`src/rtl/pipeline_crossfader_pkg.sv`:
```
// Shared types and helpers for the N-way pipeline crossfader.
package pipeline_crossfader_pkg;

   typedef enum logic {StIdle, StFade} xfade_state_e;

   // Gain word is fixed point with gs integer bits; this is the code for 1.0.
   function automatic int unsigned unity_gain(input int unsigned dw, input int unsigned gs);
      return 32'd1 << (dw - 1 - gs);
   endfunction

endpackage

```
`src/rtl/pipeline_crossfader_if.sv`:
```
// Sample, gain and swap signals between the engine, the pipelines and the crossfader.
interface pipeline_crossfader_if #(
   parameter int unsigned DataWidth  = 16,
   parameter int unsigned NPipelines = 4
);
   localparam int unsigned TargetWidth = $clog2(NPipelines);

   logic [DataWidth-1:0]            in_sample;
   logic                            in_valid;
   logic [DataWidth-1:0]            in_sample_out;
   logic                            in_out_valid;
   logic [NPipelines*DataWidth-1:0] pipe_samples;
   logic                            pipes_valid;
   logic [DataWidth-1:0]            out_sample;
   logic                            out_valid;
   logic [DataWidth-1:0]            gain_data;
   logic                            set_input_gain;
   logic                            set_output_gain;
   logic                            swap_req;
   logic [TargetWidth-1:0]          swap_target;
   logic                            swap_rejected;
   logic                            swapping;
   logic [TargetWidth-1:0]          current_pipeline;

   modport master (
      output in_sample, in_valid, pipe_samples, pipes_valid, gain_data,
             set_input_gain, set_output_gain, swap_req, swap_target,
      input  in_sample_out, in_out_valid, out_sample, out_valid,
             swap_rejected, swapping, current_pipeline
   );

   modport slave (
      input  in_sample, in_valid, pipe_samples, pipes_valid, gain_data,
             set_input_gain, set_output_gain, swap_req, swap_target,
      output in_sample_out, in_out_valid, out_sample, out_valid,
             swap_rejected, swapping, current_pipeline
   );

endinterface

```
`src/rtl/pipeline_crossfader_sat_scale.sv`:
```
// Signed multiply by a fixed-point gain, arithmetic shift and saturate; one register stage.
module pipeline_crossfader_sat_scale #(
   parameter int unsigned DataWidth = 16,
   parameter int unsigned GainShift = 5
) (
   input  logic                 clk,
   input  logic                 reset,
   input  logic                 i_valid,
   input  logic [DataWidth-1:0] i_x,
   input  logic [DataWidth-1:0] i_g,
   output logic                 o_valid,
   output logic [DataWidth-1:0] o_y
);
   localparam int unsigned ProdWidth = 2 * DataWidth;
   localparam int unsigned Shift     = DataWidth - 1 - GainShift;

   logic signed [ProdWidth-1:0] w_x, w_g, w_p, w_r;
   logic        [DataWidth-1:0] w_sat;

   assign w_x = ProdWidth'($signed(i_x));
   assign w_g = ProdWidth'($signed(i_g));
   assign w_p = w_x * w_g;
   assign w_r = w_p >>> Shift;

   // Result fits only if all bits above the output sign bit match it.
   always_comb begin
      w_sat = w_r[DataWidth-1:0];
      if (w_r[ProdWidth-1:DataWidth-1] != {(DataWidth+1){w_r[ProdWidth-1]}}) begin
         w_sat = w_r[ProdWidth-1] ? {1'b1, {(DataWidth-1){1'b0}}} : {1'b0, {(DataWidth-1){1'b1}}};
      end
   end

   always_ff @(posedge clk or negedge reset) begin
      if (!reset) begin
         o_valid <= 1'b0;
         o_y     <= '0;
      end else begin
         o_valid <= i_valid;
         if (i_valid) o_y <= w_sat;
      end
   end

endmodule

```
`src/rtl/pipeline_crossfader.sv`:
```
// Input/output gain stages and a timed linear crossfade between N pipeline outputs.
module pipeline_crossfader
   import pipeline_crossfader_pkg::*;
#(
   parameter int unsigned DataWidth  = 16,
   parameter int unsigned NPipelines = 4,
   parameter int unsigned GainShift  = 5,
   parameter int unsigned FadeLog2   = 8
) (
   input logic                 clk,
   input logic                 reset,
   pipeline_crossfader_if.slave bus
);
   localparam int unsigned TargetWidth = $clog2(NPipelines);
   localparam int unsigned AccWidth    = DataWidth + FadeLog2 + 1;
   localparam logic [DataWidth-1:0]       UnityGain = DataWidth'(unity_gain(DataWidth, GainShift));
   localparam logic [TargetWidth:0]       NPipesExt = (TargetWidth + 1)'(NPipelines);
   localparam logic signed [AccWidth-1:0] FadeLen   = AccWidth'(1 << FadeLog2);

   xfade_state_e           r_state;
   logic [TargetWidth-1:0] r_current, r_target;
   logic [FadeLog2-1:0]    r_k;
   logic                   r_swapping, r_swap_rejected;
   logic [DataWidth-1:0]   r_in_gain, r_out_gain;
   logic                   r_in_v;
   logic [DataWidth-1:0]   r_in_x, r_in_g;
   logic                   r_s0_v, r_s0_fade;
   logic [DataWidth-1:0]   r_s0_a, r_s0_b, r_s0_g;
   logic [FadeLog2-1:0]    r_s0_k;
   logic                   r_s1_v;
   logic [DataWidth-1:0]   r_s1_m, r_s1_g;

   logic [DataWidth-1:0]        w_pipes [NPipelines];
   logic                        w_target_oob;
   logic signed [AccWidth-1:0]  w_a_ext, w_b_ext, w_k_ext, w_fk_ext, w_acc;
   logic [DataWidth-1:0]        w_mix;

   for (genvar i = 0; i < NPipelines; i++) begin : g_pipes
      assign w_pipes[i] = bus.pipe_samples[i*DataWidth +: DataWidth];
   end

   assign w_target_oob = ({1'b0, bus.swap_target} >= NPipesExt);

   always_ff @(posedge clk or negedge reset) begin
      if (!reset) begin
         r_state         <= StIdle;
         r_current       <= '0;
         r_target        <= '0;
         r_k             <= '0;
         r_swapping      <= 1'b0;
         r_swap_rejected <= 1'b0;
      end else begin
         r_swap_rejected <= 1'b0;
         unique case (r_state)
            StIdle: begin
               if (bus.swap_req) begin
                  if (w_target_oob) begin
                     r_swap_rejected <= 1'b1;
                  end else if (bus.swap_target != r_current) begin
                     r_target   <= bus.swap_target;
                     r_k        <= '0;
                     r_swapping <= 1'b1;
                     r_state    <= StFade;
                  end
               end
            end
            StFade: begin
               if (bus.swap_req) r_swap_rejected <= 1'b1;
               if (bus.pipes_valid) begin
                  if (r_k == {FadeLog2{1'b1}}) begin
                     r_current  <= r_target;
                     r_swapping <= 1'b0;
                     r_k        <= '0;
                     r_state    <= StIdle;
                  end else begin
                     r_k <= r_k + FadeLog2'(1);
                  end
               end
            end
            default: r_state <= StIdle;
         endcase
      end
   end

   always_ff @(posedge clk or negedge reset) begin
      if (!reset) begin
         r_in_gain  <= UnityGain;
         r_out_gain <= UnityGain;
      end else begin
         if (bus.set_input_gain)  r_in_gain  <= bus.gain_data;
         if (bus.set_output_gain) r_out_gain <= bus.gain_data;
      end
   end

   // Gain registers are read before this edge's load, so a coincident sample keeps the old gain.
   always_ff @(posedge clk or negedge reset) begin
      if (!reset) begin
         r_in_v    <= 1'b0;
         r_in_x    <= '0;
         r_in_g    <= '0;
         r_s0_v    <= 1'b0;
         r_s0_fade <= 1'b0;
         r_s0_a    <= '0;
         r_s0_b    <= '0;
         r_s0_g    <= '0;
         r_s0_k    <= '0;
         r_s1_v    <= 1'b0;
         r_s1_m    <= '0;
         r_s1_g    <= '0;
      end else begin
         r_in_v <= bus.in_valid;
         if (bus.in_valid) begin
            r_in_x <= bus.in_sample;
            r_in_g <= r_in_gain;
         end
         r_s0_v <= bus.pipes_valid;
         if (bus.pipes_valid) begin
            r_s0_a    <= w_pipes[r_current];
            r_s0_b    <= w_pipes[r_target];
            r_s0_k    <= r_k;
            r_s0_fade <= (r_state == StFade);
            r_s0_g    <= r_out_gain;
         end
         r_s1_v <= r_s0_v;
         if (r_s0_v) begin
            r_s1_m <= r_s0_fade ? w_mix : r_s0_a;
            r_s1_g <= r_s0_g;
         end
      end
   end

   assign w_a_ext  = AccWidth'($signed(r_s0_a));
   assign w_b_ext  = AccWidth'($signed(r_s0_b));
   assign w_k_ext  = AccWidth'(r_s0_k);
   assign w_fk_ext = FadeLen - w_k_ext;
   assign w_acc    = w_a_ext * w_fk_ext + w_b_ext * w_k_ext;
   assign w_mix    = DataWidth'(w_acc >>> FadeLog2);

   pipeline_crossfader_sat_scale #(
      .DataWidth(DataWidth),
      .GainShift(GainShift)
   ) u_in_scale (
      .clk    (clk),
      .reset  (reset),
      .i_valid(r_in_v),
      .i_x    (r_in_x),
      .i_g    (r_in_g),
      .o_valid(bus.in_out_valid),
      .o_y    (bus.in_sample_out)
   );

   pipeline_crossfader_sat_scale #(
      .DataWidth(DataWidth),
      .GainShift(GainShift)
   ) u_out_scale (
      .clk    (clk),
      .reset  (reset),
      .i_valid(r_s1_v),
      .i_x    (r_s1_m),
      .i_g    (r_s1_g),
      .o_valid(bus.out_valid),
      .o_y    (bus.out_sample)
   );

   assign bus.swapping         = r_swapping;
   assign bus.swap_rejected    = r_swap_rejected;
   assign bus.current_pipeline = r_current;

endmodule

```
`src/flat_wrapper.sv`:
```
// flat-port wrapper written by rule: the top's interface ports become plain ports
module pipeline_crossfader_flat import pipeline_crossfader_pkg::*;
#(
   parameter int unsigned DataWidth  = 16,
   parameter int unsigned NPipelines = 4,
   parameter int unsigned GainShift  = 5,
   parameter int unsigned FadeLog2   = 8
)
  (clk, reset, bus_in_sample, bus_in_valid, bus_pipe_samples, bus_pipes_valid, bus_gain_data, bus_set_input_gain, bus_set_output_gain, bus_swap_req, bus_swap_target, bus_in_sample_out, bus_in_out_valid, bus_out_sample, bus_out_valid, bus_swap_rejected, bus_swapping, bus_current_pipeline);
  pipeline_crossfader_if #(.DataWidth(DataWidth), .NPipelines(NPipelines)) bus_i ();
  input logic clk;
  input logic reset;
  input wire logic [$bits(bus_i.in_sample)-1:0] bus_in_sample;
  input wire logic [$bits(bus_i.in_valid)-1:0] bus_in_valid;
  input wire logic [$bits(bus_i.pipe_samples)-1:0] bus_pipe_samples;
  input wire logic [$bits(bus_i.pipes_valid)-1:0] bus_pipes_valid;
  input wire logic [$bits(bus_i.gain_data)-1:0] bus_gain_data;
  input wire logic [$bits(bus_i.set_input_gain)-1:0] bus_set_input_gain;
  input wire logic [$bits(bus_i.set_output_gain)-1:0] bus_set_output_gain;
  input wire logic [$bits(bus_i.swap_req)-1:0] bus_swap_req;
  input wire logic [$bits(bus_i.swap_target)-1:0] bus_swap_target;
  output wire logic [$bits(bus_i.in_sample_out)-1:0] bus_in_sample_out;
  output wire logic [$bits(bus_i.in_out_valid)-1:0] bus_in_out_valid;
  output wire logic [$bits(bus_i.out_sample)-1:0] bus_out_sample;
  output wire logic [$bits(bus_i.out_valid)-1:0] bus_out_valid;
  output wire logic [$bits(bus_i.swap_rejected)-1:0] bus_swap_rejected;
  output wire logic [$bits(bus_i.swapping)-1:0] bus_swapping;
  output wire logic [$bits(bus_i.current_pipeline)-1:0] bus_current_pipeline;
  assign bus_i.in_sample = bus_in_sample;
  assign bus_i.in_valid = bus_in_valid;
  assign bus_i.pipe_samples = bus_pipe_samples;
  assign bus_i.pipes_valid = bus_pipes_valid;
  assign bus_i.gain_data = bus_gain_data;
  assign bus_i.set_input_gain = bus_set_input_gain;
  assign bus_i.set_output_gain = bus_set_output_gain;
  assign bus_i.swap_req = bus_swap_req;
  assign bus_i.swap_target = bus_swap_target;
  assign bus_in_sample_out = bus_i.in_sample_out;
  assign bus_in_out_valid = bus_i.in_out_valid;
  assign bus_out_sample = bus_i.out_sample;
  assign bus_out_valid = bus_i.out_valid;
  assign bus_swap_rejected = bus_i.swap_rejected;
  assign bus_swapping = bus_i.swapping;
  assign bus_current_pipeline = bus_i.current_pipeline;
  pipeline_crossfader #(.DataWidth(DataWidth), .NPipelines(NPipelines), .GainShift(GainShift), .FadeLog2(FadeLog2)) u_core (.clk(clk), .reset(reset), .bus(bus_i));
endmodule
```
`config.mk`:
```
export PLATFORM = sky130hd
export DESIGN_NAME = pipeline_crossfader_flat
export DESIGN_NICKNAME = d
export VERILOG_FILES = /design/src/rtl/pipeline_crossfader_pkg.sv /design/src/rtl/pipeline_crossfader_if.sv /design/src/rtl/pipeline_crossfader_sat_scale.sv /design/src/rtl/pipeline_crossfader.sv /design/src/flat_wrapper.sv
export SDC_FILE = /design/constraint.sdc
export NUM_CORES = 2
export LEC_CHECK = 0
export CORE_MARGIN = 5
export CORE_UTILIZATION = 25
export DETAILED_ROUTE_END_ITERATION = 10
export GPL_ROUTABILITY_DRIVEN = 1
export SETUP_SLACK_MARGIN = 0.05
export SYNTH_ARGS = -nofsm -noshare
export SYNTH_HDL_FRONTEND = slang
export SYNTH_SLANG_ARGS = --single-unit
```
`constraint.sdc`:
```
create_clock -name clk -period 8.15 [get_ports clk]
set_input_delay 2.0375 -clock clk [delete_from_list [all_inputs] [get_ports clk]]
set_output_delay 2.0375 -clock clk [all_outputs]
set_load 0.005 [all_outputs]
```
* Word-level counts from Yosys, hierarchy flattened
Cells that the tools add are included.
Operators by class: muxes and demuxes 28, shift-type cells 0, div/mod/pow operators 0, order comparisons 2, multipliers 4, reductions and logical operators 4, bitwise gates (word level) 3, $add $sub $neg 3, eq/ne operators 8
Operators by type and width (number):
- $mux W16 | 9
- $bmux W16 S2 | 2
- $mul A16 B16 Y32 | 2
- $mux W8 | 4
- $add A24 B24 Y24 | 1
- $mul A16 B10 Y24 | 1
- $mul A16 B9 Y24 | 1
- $pmux W8 S2 | 1
- $ne A6 B6 Y1 | 2
- $sub A9 B8 Y10 const A | 1
- $mux W1 | 9
- $reduce_and A3 Y1 | 3
- $add A8 B1 Y8 const B | 1
- $eq A8 B8 Y1 const B | 1
- $ge A3 B3 Y1 const B | 2
- $ne A2 B2 Y1 const B | 3
- $not A2 Y3 | 2
- $pmux W1 S2 | 3
- $reduce_and A4 Y1 | 1
- $ne A2 B1 Y1 const B | 1
- $ne A2 B2 Y1 | 1
- $not A1 Y1 | 1
Word-level totals: latch bits 0, word-level logic and storage cells 76, memory bits (read-only) 0, input bits 105, bits in registers 205, memories kept 0, memory bits (writable) 0

* Logic depth before layout (Yosys ltp)
depth in word-level cells 4, gate-level depth with buffers 29, depth with buffers taken out 27

* Hierarchy
Synthesis repeated with hierarchy kept, for this count alone.
Second synthesis, totals: cells, all modules 3899, area total of the unflattened synthesis 38381.8 sq um
By module, submodules not included:
- pipeline_crossfader | area an instance 17194.0 sq um, seq. area each 4281.6 sq um, cells an instance 1606, times used 1
- pipeline_crossfader_sat_scale at u_core.u_in_scale | area an instance 10689.0 sq um, seq. area each 425.4 sq um, cells an instance 1154, times used 1
- pipeline_crossfader_sat_scale at u_core.u_out_scale | area an instance 10498.8 sq um, seq. area each 425.4 sq um, cells an instance 1139, times used 1

* Least setup slack after synthesis
OpenSTA, ideal clock, no wires.
kind register -> register, start point register u_core.r_s0_k[1], end point register u_core.r_s1_m[15], library setup time 131 ps, stages on the path, launching flop included 30, arrival 7186 ps, required time 8019 ps, period minus slack after synthesis 7318 ps, path slack 832 ps, cell sequence dfrtp_1 > clkbuf_1 > inv_1 > ha_1 > xnor2_1 > clkbuf_1 > nand2_1 > fa_1 > inv_1 > fa_1 > inv_1 > fa_1 > inv_1 > fa_1 > inv_1 > fa_1 > fa_1 > inv_1 > ha_1 > a2111oi_0 > nand2_1 > o31ai_2 > a21boi_1 > a221oi_2 > o21ai_2 > a31oi_2 > o21ai_1 > a21oi_1 > nor3_1 > or3b_1
Between the ends: cells in the longest elaborated chain, start to end 4, elaborated cells on any way between the ends 5, classes of those cells add/sub: 2; mul: 2; mux: 1
RTL lines:
- start: declaration | RTL line pipeline_crossfader.sv:29 | logic [FadeLog2-1:0] r_s0_k;
- start signal: assignment | RTL line pipeline_crossfader.sv:120 | r_s0_k <= r_k;
- $sub A9 B8 Y10 | RTL line pipeline_crossfader.sv:135 | assign w_fk_ext = FadeLen - w_k_ext;
- $mul A16 B10 Y24 | RTL line pipeline_crossfader.sv:136 | assign w_acc = w_a_ext * w_fk_ext + w_b_ext * w_k_ext;
- $add A24 B24 Y24 * | RTL line pipeline_crossfader.sv:136
- $mux W16 * | RTL line pipeline_crossfader.sv:126 | r_s1_m <= r_s0_fade ? w_mix : r_s0_a;
- end signal: assignment | RTL line pipeline_crossfader.sv:126
- end: declaration | RTL line pipeline_crossfader.sv:31 | logic [DataWidth-1:0] r_s1_m, r_s1_g;
Every way passes the cells marked *; elsewhere a longest branch is shown, timed or not. A chain may end at the register's enable or synchronous reset.

* Worst setup path in the final report
start point register u_core.r_s1_m[4], end point register u_core.u_out_scale.o_y[3]
Between the ends: cells in the longest elaborated chain, start to end 3, elaborated cells on any way between the ends 4, classes of those cells mul: 1; eq/ne: 1; mux: 2
RTL lines:
- $mul A16 B16 Y32 * | RTL line pipeline_crossfader_sat_scale.sv:22 | assign w_p = w_x * w_g;
- $ne A6 B6 Y1 / $mux W16 (equally long branches) | RTL line pipeline_crossfader_sat_scale.sv:28, pipeline_crossfader_sat_scale.sv:29
- $mux W16 * | RTL line pipeline_crossfader_sat_scale.sv:28 | if (w_r[ProdWidth-1:DataWidth-1] != {(DataWidth+1){w_r[ProdWidth-1]}}) begin
- end signal: assignment | RTL line pipeline_crossfader_sat_scale.sv:39 | if (i_valid) o_y <= w_sat;
- end: declaration | RTL line pipeline_crossfader_sat_scale.sv:12 | output logic [DataWidth-1:0] o_y
Marked as above.

==> out/results.txt <==
initial antenna violation count: 3
layout cell share with drive strength beyond 1: 8.15%
Die X-Extent: 395 um
HP Class: flop to flop
antenna viol nets, final: 0
Worst Path Max Fanout: 17
Initial Util: 25.1%
async set-reset flop share out of synthesis: 100%
die footprint: 156000 um2
Port Buffers: 142
DRC: 0
Critical Path Source Type: flop
Final Max Tran Viols: 0
reg2reg path depth: 21
placed insts: 5689
sequential cell area: 5130 um2
total negative setup slack: 0 ns
filler cell count: 15500
GR Util All Layers: 12.1%
final wirelength: 93200 um
Fin Clk Skew: 0.0215 ns
worst-margin pin slew: 1.08 ns
CP endpoint kind: flop
Core Footprint: 148000 um2
reg-to-reg slack, setup: 0.52 ns
sequential fraction of the synthesis area: 13.8%
synthesized flop and latch total: 205
Die Y: 395 um
Nets: 4910
Final Cycle Share: 93.6%
final setup vio count: 0
largest net degree at the start of global routing: 76
Critical Path AT: 8.03 ns
Worst-path clk slew: 0.06 ns
Bufs on Longest Clock Path: 3
Post-CTS Hold Fix Bufs: 0
Max Fclk: 131 MHz
WL/cell: 16.2 um
DP Wirelength: 76400 um
# clock sinks: 205
RR Endpoint: u_core.u_out_scale.o_y[3]$_DFFE_PN0P_
CTS tree: built
EDFF count, synth: 0
Avg Cell Area, Syn: 10.0 um2
grt total ovfl: 0
Critical R2R Launch: u_core.r_s1_m[4]$_DFFE_PN0P_
Final WS setup: 0.524 ns
TritonRoute pass-1 iters: 5
clk_lat worst skew: 0.58 ns
Mapped Area: 37100 um2
total CTS buffers: 25
CTS root buf: clkbuf_16
total number of vias: 25100
Fin. Hold Viols: 0
post-route minimum period: 7.63 ns
WP data required: 8.55 ns
Commonest cells post-synth: inv_1, fa_1, nand2_1
Min-Delay Endpoint: u_core.r_s0_g[13]$_DFFE_PN0P_
Vias per Instance: 4.37
cell taking the most area after synthesis: fa_1
slew margin rel.: 28.0%
hold path cells: 1
Multi-input gate area: 28200 um2
vias in the first global route: 27400
WS Path Type: flop to flop
Mapped Nets: 4836
Cell variety after synth: 78
min-delay src: u_core.r_s0_g[13]$_DFFE_PN0P_
unrepaired setup endpoints after global routing: no
# rows: 141
P&R area growth vs syn: 12.3%
Post-CTS Setup Inserts: 0
Max Cap Violations: 0
most common cell in the netlist: inv_1
most area-consuming cells after synthesis: fa_1, dfrtp_1, inv_1
status: finished clean
Final GP Congestion: 0.850
global-route wire length before repair: 152000 um
Post-Synthesis Cells: 3712
total of warnings raised by yosys: 0
dpl ws: 0.547 ns
fin cells: 5735
post-cts sizing count: 0
IO Count: 143
iteration-0 DRC count of the detailed router: 1318
Main synth FF type: dfrtp_1
H-Tree Depth: 1
share of the synthesized area in the top cell type: 41.8%
cells in the final DEF (no fill, tap or decap), drive strengths merged, types with 3 or more instances in the layout:
| cell | instances |
|---|---|
| inv | 849 |
| fa | 775 |
| nand2 | 434 |
| and2 | 380 |
| ha | 244 |
| dfrtp | 203 |
| mux2 | 142 |
| clkdlybuf4s50 | 140 |
| nor2 | 86 |
| a21oi | 76 |
| xnor2 | 73 |
| buf | 60 |
| o21ai | 41 |
| clkbuf | 33 |
| mux4 | 32 |
| a21o | 24 |
| xor2 | 23 |
| nand2b | 20 |
| nand3 | 18 |
| nor3 | 14 |
| o311ai | 12 |
| o21a | 11 |
| mux2i | 10 |
| and3 | 7 |
| nand4 | 6 |
| clkinv | 6 |
| o221ai | 5 |
| or2 | 5 |
| nor2b | 5 |
| nor4 | 5 |
| a31oi | 5 |
| a31o | 5 |
| o211ai | 4 |
| a211oi | 4 |
| a21boi | 4 |
| o2111ai | 3 |
| o21bai | 3 |
| a2111oi | 3 |
routing by layer:
metal / vias to the layer above / GRT usage (%) / wire length [um]
met5: - / 0 / 13
met4: 2 / 2.06 / 1670
met3: 95 / 1.70 / 5550
met2: 599 / 19.6 / 42800
met1: 13100 / 17.4 / 43200
li1: 11300 / - / -
worst max path at each step:
stage,startpoint,endpoint,slack (ns),depth (start not counted)
floorplan,u_core.r_s0_k[1]$_DFFE_PN0P_,u_core.r_s1_m[15]$_DFFE_PN0P_,0.83,29
global placement,u_core.r_s1_g[8]$_DFFE_PN0P_,u_core.u_out_scale.o_y[0]$_DFFE_PN0P_,0.63,24
detailed placement,u_core.r_s0_k[2]$_DFFE_PN0P_,u_core.r_s1_m[15]$_DFFE_PN0P_,0.55,26
CTS,u_core.r_s1_g[8]$_DFFE_PN0P_,u_core.u_out_scale.o_y[2]$_DFFE_PN0P_,0.53,24
global route,u_core.r_s1_m[15]$_DFFE_PN0P_,u_core.u_out_scale.o_y[11]$_DFFE_PN0P_,0.10,22
finish,u_core.r_s1_m[4]$_DFFE_PN0P_,u_core.u_out_scale.o_y[3]$_DFFE_PN0P_,0.52,21
cell type report:
cell class	count	area share [%]
timing repair buffer	200	4.45
antenna	1	0.00600
inverter	846	7.62
multi-input combinational	2508	67.7
tap	1930	5.79
sequential	205	12.3
clock inverter	12	0.369
clock buffer	33	1.72
critical path: stages (launching register included):
cell and delay (ns):
dfrtp_1 0.88, and2_1 0.24, fa_1 0.44, fa_1 0.50, ha_1 0.21, fa_1 0.48, inv_1 0.05, fa_1 0.49
fa_1 0.50, inv_1 0.04, ha_1 0.31, a21oi_1 0.16, o21ai_0 0.15, a21oi_1 0.46, a21boi_1 0.18, o2111ai_1 0.30
a21boi_0 0.20, o41ai_2 0.53, mux2i_1 0.25, o2111ai_1 0.26, nand3_1 0.55, o221ai_1 0.24
stage by stage:
stage,util (%),area [um2],hold WS (ns)
2_1_floorplan,-,37100,0.352
3_3_place_gp,27.6,40800,0.486
3_5_place_dp,27.6,40800,0.489
4_1_cts,28.2,41700,0.506
5_1_grt,28.2,41700,0.519
6_report,28.2,41700,0.503
cells by family (layout without fill, tap and decap cells):
logic type | after synthesis | in the layout | synth area share, %
buffers and inverters | 999 | 1091 | 10.1
and+or+nand+nor | 991 | 991 | 13.1
xor gates and xnor gates | 96 | 96 | 2.26
AOI/OAI and AO/OA | 218 | 218 | 4.12
adders and majority gates | 1019 | 1019 | 50.0
DFF | 205 | 205 | 13.8
other | 0 | 1 | 0
muxes | 184 | 184 | 6.52
Power is not shown: default switching activity piles up to over one toggle a cycle in this logic, so the estimate is an artifact.
